File: config.mk
export PLATFORM = sky130hd
export DESIGN_NAME = pid_mc
export DESIGN_NICKNAME = d
export VERILOG_FILES = /design/src/rtl/pid_pkg.sv /design/src/rtl/pid_mac.sv /design/src/rtl/pid_mc.sv
export SDC_FILE = /design/constraint.sdc
export NUM_CORES = 1
export LEC_CHECK = 0
export BUFFER_PORTS_ARGS = -buffer_cell sky130_fd_sc_hd__buf_2
export CORE_ASPECT_RATIO = 0.75
export CORE_MARGIN = 8
export CORE_UTILIZATION = 60
export CTS_BUF_LIST = sky130_fd_sc_hd__clkbuf_4 sky130_fd_sc_hd__clkbuf_8
export DETAILED_ROUTE_END_ITERATION = 8
export PLACE_DENSITY = 0.81
export SKIP_CTS_REPAIR_TIMING = 1
export SLEW_MARGIN = 10
export SYNTH_ARGS = -nofsm -noshare
export SYNTH_HDL_FRONTEND = slang
export SYNTH_SLANG_ARGS = --single-unit
File: constraint.sdc
create_clock -name clk -period 10 [get_ports clk]
set_input_delay 2.5 -clock clk [delete_from_list [all_inputs] [get_ports clk]]
set_output_delay 2.5 -clock clk [all_outputs]
set_load 0.005 [all_outputs]
File: src/rtl/pid_pkg.sv
// Shared types and helpers for the multi-channel PID controller (pid_mc).
// Holds the FSM state encoding, width helpers and the saturation functions
// used by both the datapath and the accumulator stage.
package pid_pkg;

  typedef enum logic [2:0] {
    ST_IDLE,
    ST_ERR,
    ST_MUL_P,
    ST_MUL_I,
    ST_MUL_D,
    ST_SUM,
    ST_DONE
  } pid_state_t;

  // Accumulator width: gain (zero-extended) times operand, plus headroom for three terms.
  function automatic int acc_w(input int coef_w, input int op_w);
    return coef_w + op_w + 3;
  endfunction

  // Channel index width; a single channel still gets a one-bit select.
  function automatic int ch_w(input int ch);
    return (ch > 1) ? $clog2(ch) : 1;
  endfunction

  // Clamp a signed value into the range of a w-bit two's complement number.
  function automatic longint sat_signed(input longint v, input int w);
    longint hi;
    longint lo;
    hi = (longint'(1) <<< (w - 1)) - 1;
    lo = -hi - 1;
    if (v > hi) return hi;
    if (v < lo) return lo;
    return v;
  endfunction

  // Clamp a signed value into [0, 2^w - 1].
  function automatic longint sat_unsigned(input longint v, input int w);
    longint hi;
    hi = (longint'(1) <<< w) - 1;
    if (v > hi) return hi;
    if (v < 0) return 0;
    return v;
  endfunction

endpackage

File: src/rtl/pid_mac.sv
// Registered signed multiply-accumulate; the only multiplier in the PID.
// clr restarts the sum (loading the product when en is also high),
// en adds the current product to the running sum.
module pid_mac #(
  parameter int A_W   = 17,
  parameter int B_W   = 20,
  parameter int ACC_W = 39
) (
  input  logic                    clk,
  input  logic                    rst,
  input  logic                    clr,
  input  logic                    en,
  input  logic signed [A_W-1:0]   a,
  input  logic signed [B_W-1:0]   b,
  output logic signed [ACC_W-1:0] acc
);

  localparam int P_W = A_W + B_W;

  logic signed [P_W-1:0] prod;

  assign prod = P_W'(a) * P_W'(b);

  // Accumulator register: clear, load or add the product.
  always_ff @(posedge clk) begin
    if (rst) begin
      acc <= '0;
    end else if (clr) begin
      acc <= en ? ACC_W'(prod) : '0;
    end else if (en) begin
      acc <= acc + ACC_W'(prod);
    end
  end

endmodule

File: src/rtl/pid_mc.sv
// Time-multiplexed multi-channel PID controller with one shared multiplier,
// per-channel integrator / previous-error state, output saturation and
// conditional-integration anti-windup.
// Optional derivative term: define PID_DERIV_EN to add the MUL_D step and
// the per-channel previous-error storage; without it kd is ignored.
module pid_mc
  import pid_pkg::*;
#(
  parameter int DATA_W = 16,
  parameter int COEF_W = 16,
  parameter int FRAC_W = 8,
  parameter int CH     = 4,
  parameter int INT_W  = DATA_W + 4
) (
  input  logic                  clk,
  input  logic                  rst,
  input  logic                  pid_start,
  input  logic [ch_w(CH)-1:0]   ch_sel,
  input  logic [DATA_W-1:0]     setpoint,
  input  logic [DATA_W-1:0]     data_in,
  input  logic [COEF_W-1:0]     kp,
  input  logic [COEF_W-1:0]     ki,
  input  logic [COEF_W-1:0]     kd,
  output logic                  busy,
  output logic                  done,
  output logic [ch_w(CH)-1:0]   ch_out,
  output logic [DATA_W-1:0]     data_out
);

  localparam int CH_W  = ch_w(CH);
  localparam int E_W   = DATA_W + 1;
  localparam int D_W   = DATA_W + 2;
  // Multiplier operand must hold the integrator and the error difference.
  localparam int OP_W  = (INT_W > D_W) ? INT_W : D_W;
  localparam int GA_W  = COEF_W + 1;
  localparam int ACC_W = acc_w(COEF_W, OP_W);

  pid_state_t state;

  logic [CH_W-1:0]          ch_q;
  logic [DATA_W-1:0]        sp_q;
  logic [DATA_W-1:0]        din_q;
  logic [COEF_W-1:0]        kp_q;
  logic [COEF_W-1:0]        ki_q;
  logic signed [E_W-1:0]    e_q;
  logic signed [E_W-1:0]    e_c;
  logic signed [INT_W-1:0]  i_new_q;
  logic signed [INT_W-1:0]  i_new_c;
  logic signed [INT_W-1:0]  integ [CH];
  logic                     sat_hi_q;
  logic                     sat_lo_q;
  logic                     freeze;

  logic                     mac_clr;
  logic                     mac_en;
  logic signed [GA_W-1:0]   mac_a;
  logic signed [OP_W-1:0]   mac_b;
  logic signed [ACC_W-1:0]  acc;

  longint                   u_full;
  longint                   u_sat;

`ifdef PID_DERIV_EN
  logic [COEF_W-1:0]        kd_q;
  logic signed [D_W-1:0]    d_q;
  logic signed [D_W-1:0]    d_c;
  logic signed [E_W-1:0]    e_prev [CH];
`else
  logic                     unused_kd;
  assign unused_kd = ^kd;
`endif

  // Error, derivative and saturated integrator candidate for the latched channel.
  always_comb begin
    e_c     = $signed({1'b0, sp_q}) - $signed({1'b0, din_q});
    i_new_c = INT_W'(sat_signed(longint'(integ[ch_q]) + longint'(e_c), INT_W));
`ifdef PID_DERIV_EN
    d_c     = D_W'(e_c) - D_W'(e_prev[ch_q]);
`endif
  end

  // Scale the accumulated sum back to integer units and clamp to the output range.
  always_comb begin
    u_full = longint'(acc) >>> FRAC_W;
    u_sat  = sat_unsigned(u_full, DATA_W);
  end

  // Hold the integrator when it would push further into the saturated direction.
  assign freeze = (sat_hi_q && !e_q[E_W-1]) || (sat_lo_q && e_q[E_W-1]);

  // Route one gain/operand pair per multiply state into the shared MAC.
  always_comb begin
    mac_clr = 1'b0;
    mac_en  = 1'b0;
    mac_a   = '0;
    mac_b   = '0;
    case (state)
      ST_MUL_P: begin
        mac_clr = 1'b1;
        mac_en  = 1'b1;
        mac_a   = $signed({1'b0, kp_q});
        mac_b   = OP_W'(e_q);
      end
      ST_MUL_I: begin
        mac_en  = 1'b1;
        mac_a   = $signed({1'b0, ki_q});
        mac_b   = OP_W'(i_new_q);
      end
`ifdef PID_DERIV_EN
      ST_MUL_D: begin
        mac_en  = 1'b1;
        mac_a   = $signed({1'b0, kd_q});
        mac_b   = OP_W'(d_q);
      end
`endif
      default: begin
        mac_en  = 1'b0;
      end
    endcase
  end

  pid_mac #(
    .A_W   (GA_W),
    .B_W   (OP_W),
    .ACC_W (ACC_W)
  ) u_mac (
    .clk (clk),
    .rst (rst),
    .clr (mac_clr),
    .en  (mac_en),
    .a   (mac_a),
    .b   (mac_b),
    .acc (acc)
  );

  // Sequencer: latches a request, steps through the multiply states, publishes
  // the result and commits the channel state only after the result is out.
  always_ff @(posedge clk) begin
    if (rst) begin
      state    <= ST_IDLE;
      busy     <= 1'b0;
      done     <= 1'b0;
      ch_out   <= '0;
      data_out <= '0;
      ch_q     <= '0;
      sp_q     <= '0;
      din_q    <= '0;
      kp_q     <= '0;
      ki_q     <= '0;
      e_q      <= '0;
      i_new_q  <= '0;
      sat_hi_q <= 1'b0;
      sat_lo_q <= 1'b0;
      for (int i = 0; i < CH; i++) integ[i] <= '0;
`ifdef PID_DERIV_EN
      kd_q     <= '0;
      d_q      <= '0;
      for (int i = 0; i < CH; i++) e_prev[i] <= '0;
`endif
    end else begin
      done <= 1'b0;
      case (state)
        ST_IDLE: begin
          if (pid_start) begin
            if (int'(ch_sel) >= CH) ch_q <= CH_W'(CH - 1);
            else                    ch_q <= ch_sel;
            sp_q  <= setpoint;
            din_q <= data_in;
            kp_q  <= kp;
            ki_q  <= ki;
`ifdef PID_DERIV_EN
            kd_q  <= kd;
`endif
            busy  <= 1'b1;
            state <= ST_ERR;
          end
        end
        ST_ERR: begin
          e_q     <= e_c;
          i_new_q <= i_new_c;
`ifdef PID_DERIV_EN
          d_q     <= d_c;
`endif
          state   <= ST_MUL_P;
        end
        ST_MUL_P: begin
          state <= ST_MUL_I;
        end
        ST_MUL_I: begin
`ifdef PID_DERIV_EN
          state <= ST_MUL_D;
`else
          state <= ST_SUM;
`endif
        end
`ifdef PID_DERIV_EN
        ST_MUL_D: begin
          state <= ST_SUM;
        end
`endif
        ST_SUM: begin
          data_out <= DATA_W'(u_sat);
          ch_out   <= ch_q;
          sat_hi_q <= (u_full > u_sat);
          sat_lo_q <= (u_full < 0);
          done     <= 1'b1;
          state    <= ST_DONE;
        end
        ST_DONE: begin
`ifdef PID_DERIV_EN
          e_prev[ch_q] <= e_q;
`endif
          if (!freeze) integ[ch_q] <= i_new_q;
          busy  <= 1'b0;
          state <= ST_IDLE;
        end
        default: begin
          busy  <= 1'b0;
          state <= ST_IDLE;
        end
      endcase
    end
  end

endmodule

==> impl_metrics.py, run 1 <==
metrics = {
    "route": {
        "drt-initial-drc-count": 1652,
        "vias": 21187,
        "via_per_inst": 5.726,
        "drcViolationCount": 0,
        "wirelength_mm": 67.31,
        "dr.pass1.iters": 6,
        "post_drt_wl_per_cell_um": 18.19,
        "drtAntennaViolNets": 0,
    },
    "die": {
        "die_w_um": 258.7,
        "std_cell_rows": 66,
        "start_util_pct": 61.02,
        "ios": 105,
        "die-area_um2": 51220,
        "fp.dieH_um": 198.0,
        "coreArea_um2": 43440,
    },
    "timing": {
        "slew_headroom_pct": 18.97,
        "worst_hold_slack_ps": 453.3,
        "hold_viol": 0,
        "worst_slew_pin_slew_ps": 1182,
        "fin_skew_ps": 53.33,
        "timing.final.crit_share_pct": 94.88,
        "finalCriticalPeriod_ps": 9488,
        "final_max_slew_viol_count": 0,
        "rsz0062_at_grt": "no",
        "setup_viol": 0,
        "fmax_ghz": 0.1054,
        "fin_setup_tns_ps": 0,
    },
    "global_routing": {
        "grt_pass1_vias": 21894,
        "grt_overflow_total": 0,
        "antenna_found_initial": 0,
        "grt_pass1_wl_mm": 110.2,
        "grt_max_degree": 82,
        "grt_use_total_pct": 26.27,
    },
    "logic_synthesis": {
        "yosysWarningCount": 0,
        "syn_inst": 3022,
        "synth_cell_types": 80,
        "synthFlopType": "dfxtp_1",
        "synthArstFlopShare_pct": 0,
        "netlist_area_um2": 26500,
        "yosysSeqAreaShare_pct": 21.83,
        "synth_edf_count": 80,
        "syn_area_per_cell_um2": 8.770,
        "ys_seq_elements": 249,
    },
    "setup_path": {
        "r2r_slack_ps": 510,
        "r2r_cells": 33,
        "slowest_delay_ps": 760,
        "critical_path_arrival_ps": 10030,
        "r2r-end": "u_mac.acc[38]$_SDFFE_PP0P_",
        "crit_path_end_kind": "flop",
        "start_kind": "flop",
        "cp_slowest_cell": "mux2i_1",
        "regToRegStartpoint": "state[0]$_SDFFE_PP0P_",
        "required_ps": 10550,
        "critPathKind": "flop to flop",
        "worstPathMaxFanout": 42,
    },
    "job": {
        "maxCapViolations": 0,
    },
    "clocking": {
        "clk_pin_slew_ps": 70,
        "clock_path_buffers": 3,
        "clk-insertion-delay-late_ps": 620,
        "numCtsBuffers": 40,
        "clock-root-buffer": "clkbuf_8",
        "cts.sinks": 249,
        "htreeDepth": 2,
        "cts_tree": "yes",
    },
    "outcome": {
        "status": "completed",
    },
    "layout": {
        "diodes": 0,
        "layout.nets": 3701,
        "syn_to_final_growth_pct": 7.652,
        "drive_gt1_share_pct": 9.449,
    },
    "min_path": {
        "holdPathStages": 2,
        "hold_end": "e_q[14]$_SDFFE_PP0P_",
        "min_from": "e_q[14]$_SDFFE_PP0P_",
        "hold_class": "flop to flop",
    },
    "power": {
        "vdd_drop_max_uv": 145.6,
        "p_leak_uw": 0.01344,
        "power-per-cell-area_nw_per_um2": 106.6,
    },
    "placed_design": {
        "io_buffers": 88,
        "gp_congestion": 0.9909,
        "dp_hpwl_mm": 53.31,
    },
}
==> cells by family (layout without fill, tap and decap cells) <==
kind of cell             count (synthesis)  after routing  synth area share (%)
buffers and inverters                  591            677                 8.403
AND/OR/NAND/NOR                        986            987                 16.31
AO/OA/AOI/OAI                          483            483                 11.78
XOR/XNOR                                96             96                 3.172
other                                    1             14               0.01415
multiplexers                            83             83                 4.206
adder cells (fa/ha/maj)                533            533                 34.28
flip-flops                             249            249                 21.83
==> critical path: cells and delay by family (launching register included) <==
kind	cells	cell delay [ps]
buf+inv	5	330
compound gates	12	2830
mux	1	760
xor+xnor	1	190
flops	1	710
simple gates	6	940
fa+ha+maj	8	3670
==> synthesized netlist by cell type, drive strengths merged, types with 9 or more instances <==
cell    instances  area [um^2]
or3            11        68.82
ha            202         2527
xnor2          70        613.1
edfxtp         80         2402
nand4          12        75.07
a21o           44        330.3
fa            324         6486
nor2b          39        244.0
a21oi         195        990.9
nand2         410         1539
a31oi          12        81.33
buf            14        61.30
and3            9        56.30
nand3          26        130.1
o21ai          58        294.0
and2           83        519.3
mux2           27        304.0
mux2i          36        360.4
nor2          318         1194
nor3           24        125.1
dfxtp         169         3383
inv           461         1730
xor2           26        227.7
clkbuf        116        435.4
o21a           20        150.1
o21bai         29        217.7
a211oi         63        483.0
nand2b         21        131.4
mux4           20        450.4
or2            10        62.56
==> final cells by class <==
class	instances	area, um^2
repair buffers	142	852.1
multi-input cells	2196	18590
well taps	578	723.2
fillers	3484	14900
clock inverters	18	157.7
flip-flops and latches	249	5789
inverters	461	1730
clock buffers	56	689.4
==> metrics by stage <==
step	instance area, um^2	total power [uW]	instances	setup WS [ps]	utilization [%]
after global placement	27660	2033	3625	613.7	63.67
after global routing	28530	3190	3700	4.546	65.69
final	28530	3040	3700	511.8	65.69
after floorplan	26550	1850	3035	920.6	-
after CTS	28500	3033	3699	413.2	65.62
after detailed placement	27660	2078	3625	422.3	63.67
==> worst max path at each step <==
stage / slack [ps] / depth (start not counted) / to / start
after global routing: 5 / 31 / u_mac.acc[38]$_SDFFE_PP0P_ / state[0]$_SDFFE_PP0P_
final: 510 / 33 / u_mac.acc[38]$_SDFFE_PP0P_ / state[0]$_SDFFE_PP0P_
after global placement: 610 / 34 / u_mac.acc[38]$_SDFFE_PP0P_ / state[2]$_SDFFE_PP0P_
after detailed placement: 420 / 28 / u_mac.acc[38]$_SDFFE_PP0P_ / state[1]$_SDFFE_PP0P_
after floorplan: 920 / 35 / u_mac.acc[38]$_SDFFE_PP0P_ / state[0]$_SDFFE_PP0P_
after CTS: 410 / 28 / u_mac.acc[38]$_SDFFE_PP0P_ / state[1]$_SDFFE_PP0P_
==> state kept, by name, indices dropped and copies added, names as in the netlist, named ones only <==
register,count
ki_q,16
ch_out,2
kp_q,16
integ,80
e_q,17
u_mac.acc,39
state,3
data_out,16
din_q,16
sp_q,16
sat_hi_q,1
done,1
busy,1
ch_q,2
i_new_q,20
sat_lo_q,1
==> layout by cell type (no fill, tap or decap), drive strengths merged, types with 63 or more instances in the layout <==
cell type / n
inv: 464
nand2: 410
fa: 324
nor2: 319
ha: 202
a21oi: 195
dfxtp: 169
buf: 142
and2: 83
edfxtp: 80
xnor2: 70
a211oi: 63
==> power breakdown <==
part | internal, uW | leakage [uW] | switching (uW)
sequential | 1110 | 0.00221 | 64.6
clock | 507 | 0.000448 | 449
combinational | 363 | 0.0108 | 547
==> routing by layer <==
| metal | share of wire, % | GRT usage (%) | vias to the layer above |
|---|---|---|---|
| met5 | 0 | 0 | - |
| met4 | 2.9 | 8.215 | 0 |
| met3 | 8.9 | 5.381 | 153 |
| met2 | 47 | 44.02 | 897 |
| met1 | 42 | 34.15 | 10259 |
| li1 | - | - | 9878 |
Note: power is estimated with default switching activity, not from simulation.
==> run 2, diff against run 1 <==
BUFFER_PORTS_ARGS = unset   (was -buffer_cell sky130_fd_sc_hd__buf_2)
DONT_BUFFER_PORTS = 1   (was unset)
PLACE_DENSITY = 0.79   (was 0.81)
SYNTH_HIERARCHICAL = 1   (was unset)
==> impl_metrics.py, run 2 <==
metrics = {
    "setup_path": {
        "cp_slowest_cell": "fa_1",
        "slowest_delay_ps": 610,
        "critPathKind": "flop to flop",
        "critical_path_arrival_ps": 10040,
        "cp_common_cell": "fa_1",
        "start_kind": "flop",
        "worstPathMaxFanout": 30,
        "required_ps": 10490,
        "crit_path_end_kind": "flop",
    },
    "logic_synthesis": {
        "synth_top_area_share_pct": 24.92,
        "syn_area_per_cell_um2": 8.925,
        "yosys.area.top_type": "fa_1",
        "synth.area.mux_share_pct": 3.250,
        "synthArstFlopShare_pct": 0,
        "syn_inst": 3097,
        "synth-compound-area-share_pct": 13.10,
        "synth.cells.most_frequent": "430 x inv_1, 398 x nand2_1, 344 x fa_1",
        "synthSimpleGateAreaFrac_pct": 17.46,
        "synth_xor_area_share_pct": 3.228,
        "synth_top_family_by_area": "adder cells",
        "ys_seq_elements": 249,
        "synth_edf_count": 80,
        "synthAdderAreaFrac_pct": 33.87,
        "yosysSeqAreaShare_pct": 20.93,
        "synth_area_leaders": "fa_1 25%, dfxtp_1 12%, ha_1 8.9%",
        "yosysWarningCount": 6,
        "synth_most_common_cell": "inv_1",
        "netlist_area_um2": 27640,
        "synthFlopType": "dfxtp_1",
        "synth_cell_types": 101,
    },
    "die": {
        "start_util_pct": 60.38,
        "die-area_um2": 53260,
        "die_w_um": 263.8,
        "coreArea_um2": 45770,
        "std_cell_rows": 68,
        "fp.dieH_um": 201.9,
        "ios": 105,
    },
    "timing": {
        "slew_headroom_pct": 20.55,
        "fin_skew_ps": 51.07,
        "final_max_slew_viol_count": 0,
        "hold_viol": 0,
        "worst_slew_pin_slew_ps": 1192,
        "rsz0062_at_grt": "no",
        "fin_setup_tns_ps": 0,
        "timing.final.crit_share_pct": 95.57,
        "worst_hold_slack_ps": 455.5,
        "fmax_ghz": 0.1046,
        "setup_viol": 0,
        "finalCriticalPeriod_ps": 9557,
    },
    "clocking": {
        "clk-insertion-delay-late_ps": 580,
        "numCtsBuffers": 42,
        "clock-root-buffer": "clkbuf_8",
        "clk_pin_slew_ps": 70,
        "clock_path_buffers": 3,
        "cts_tree": "yes",
        "cts.sinks": 249,
        "htreeDepth": 2,
    },
    "placed_design": {
        "dp_hpwl_mm": 55.51,
        "gp_congestion": 0.9298,
        "io_buffers": 0,
    },
    "route": {
        "post_drt_wl_per_cell_um": 19.24,
        "vias": 22102,
        "via_per_inst": 5.982,
        "wirelength_mm": 71.08,
        "drtAntennaViolNets": 0,
        "dr.pass1.iters": 8,
        "drcViolationCount": 0,
        "drt-initial-drc-count": 2456,
    },
    "layout": {
        "regMostFlops": "integ",
        "syn_to_final_growth_pct": 5.762,
        "nFillCells": 3647,
        "largest_reg_flops": 80,
        "drive_gt1_share_pct": 6.484,
        "layout_commonest_cell": "inv_1",
        "diodes": 0,
        "mostFrequentLayoutCells": "430 x inv_1, 398 x nand2_1, 344 x fa_1",
        "reg_top3": "integ x80, u_mac/acc x39, i_new_q x20",
        "layout.nets": 3692,
    },
    "global_routing": {
        "grt_max_degree": 156,
        "grt_pass1_wl_mm": 117.8,
        "antenna_found_initial": 0,
        "grt_use_total_pct": 26.89,
        "grt_pass1_vias": 22712,
        "grt_overflow_total": 0,
    },
    "job": {
        "maxCapViolations": 0,
    },
    "min_path": {
        "hold_class": "flop to flop",
    },
    "power": {
        "p_leak_uw": 0.01375,
        "power-per-cell-area_nw_per_um2": 116.0,
        "vdd_drop_max_uv": 102.4,
    },
    "outcome": {
        "status": "completed",
    },
}
[run 2: cell types whose count changed after synthesis, sizes merged, moves of 22 or more]
cell	delta
and2	+165
nor2	-143
a211oi	-46
o21ai	+35
inv	-31
a22oi	+22
[run 2: final timing paths]
path	from	endpoint	slack (ps)	cells after the start
max	state[1]$_SDFFE_PP0P_	u_mac/acc[33]$_SDFFE_PP0P_	440	32
min	kp_q[11]$_SDFFE_PP0P_	kp_q[11]$_SDFFE_PP0P_	460	2
max reg2reg	state[1]$_SDFFE_PP0P_	u_mac/acc[33]$_SDFFE_PP0P_	440	32
min reg2reg	kp_q[11]$_SDFFE_PP0P_	kp_q[11]$_SDFFE_PP0P_	460	2
[run 2: layout make-up]
type	count	area (um^2)	area share (%)
Tap cell	595	744.5	2.547
Clock inverter	15	142.6	0.4879
Timing Repair Buffer	61	470.5	1.609
Inverter	430	1614	5.521
Sequential cell	249	5789	19.80
Clock buffer	62	765.7	2.619
Multi-Input combinational cell	2283	19710	67.41
[run 2: per-layer routing]
| layer | share of wire (%) | GRT usage [%] | vias to the layer above |
|---|---|---|---|
| met4 | 1.9 | 5.983 | 0 |
| li1 | - | - | 10009 |
| met2 | 44 | 40.94 | 1124 |
| met1 | 43 | 38.80 | 10862 |
| met5 | 0 | 0 | - |
| met3 | 11 | 6.424 | 107 |
[run 2: kinds of logic after synthesis]
group	after synthesis
mux	64
xor+xnor	98
simple gates	999
compound gates	559
other cells	2
fa+ha+maj	542
flops	249
buf+inv	584
[run 2: worst max-delay path, delay by kind of cell (launching register included)]
family / cells / cell delay (ps)
xor+xnor: 2 / 350
compound gates: 13 / 3220
flops: 1 / 410
buf+inv: 4 / 420
fa+ha+maj: 8 / 3970
mux: 1 / 90
simple gates: 4 / 1010
[run 2: where the power goes]
group	switching, uW	total [uW]	internal, uW
sequential	59.9	1170	1110
combinational	768	1230	460
clock	448	996	548
[run 2: per-stage QoR]
stage | power [uW] | utilization, % | cell area [um^2] | worst slack [ps] | cells
final | 3390 | 63.86 | 29230 | 443.0 | 3695
after global routing | 3567 | 63.86 | 29230 | 25.12 | 3695
after CTS | 3369 | 63.81 | 29210 | 118.3 | 3694
after detailed placement | 2369 | 61.83 | 28300 | 212.3 | 3617
after global placement | 2312 | 61.83 | 28300 | 601.0 | 3617
after floorplan | 2105 | - | 27710 | 947.3 | 3116
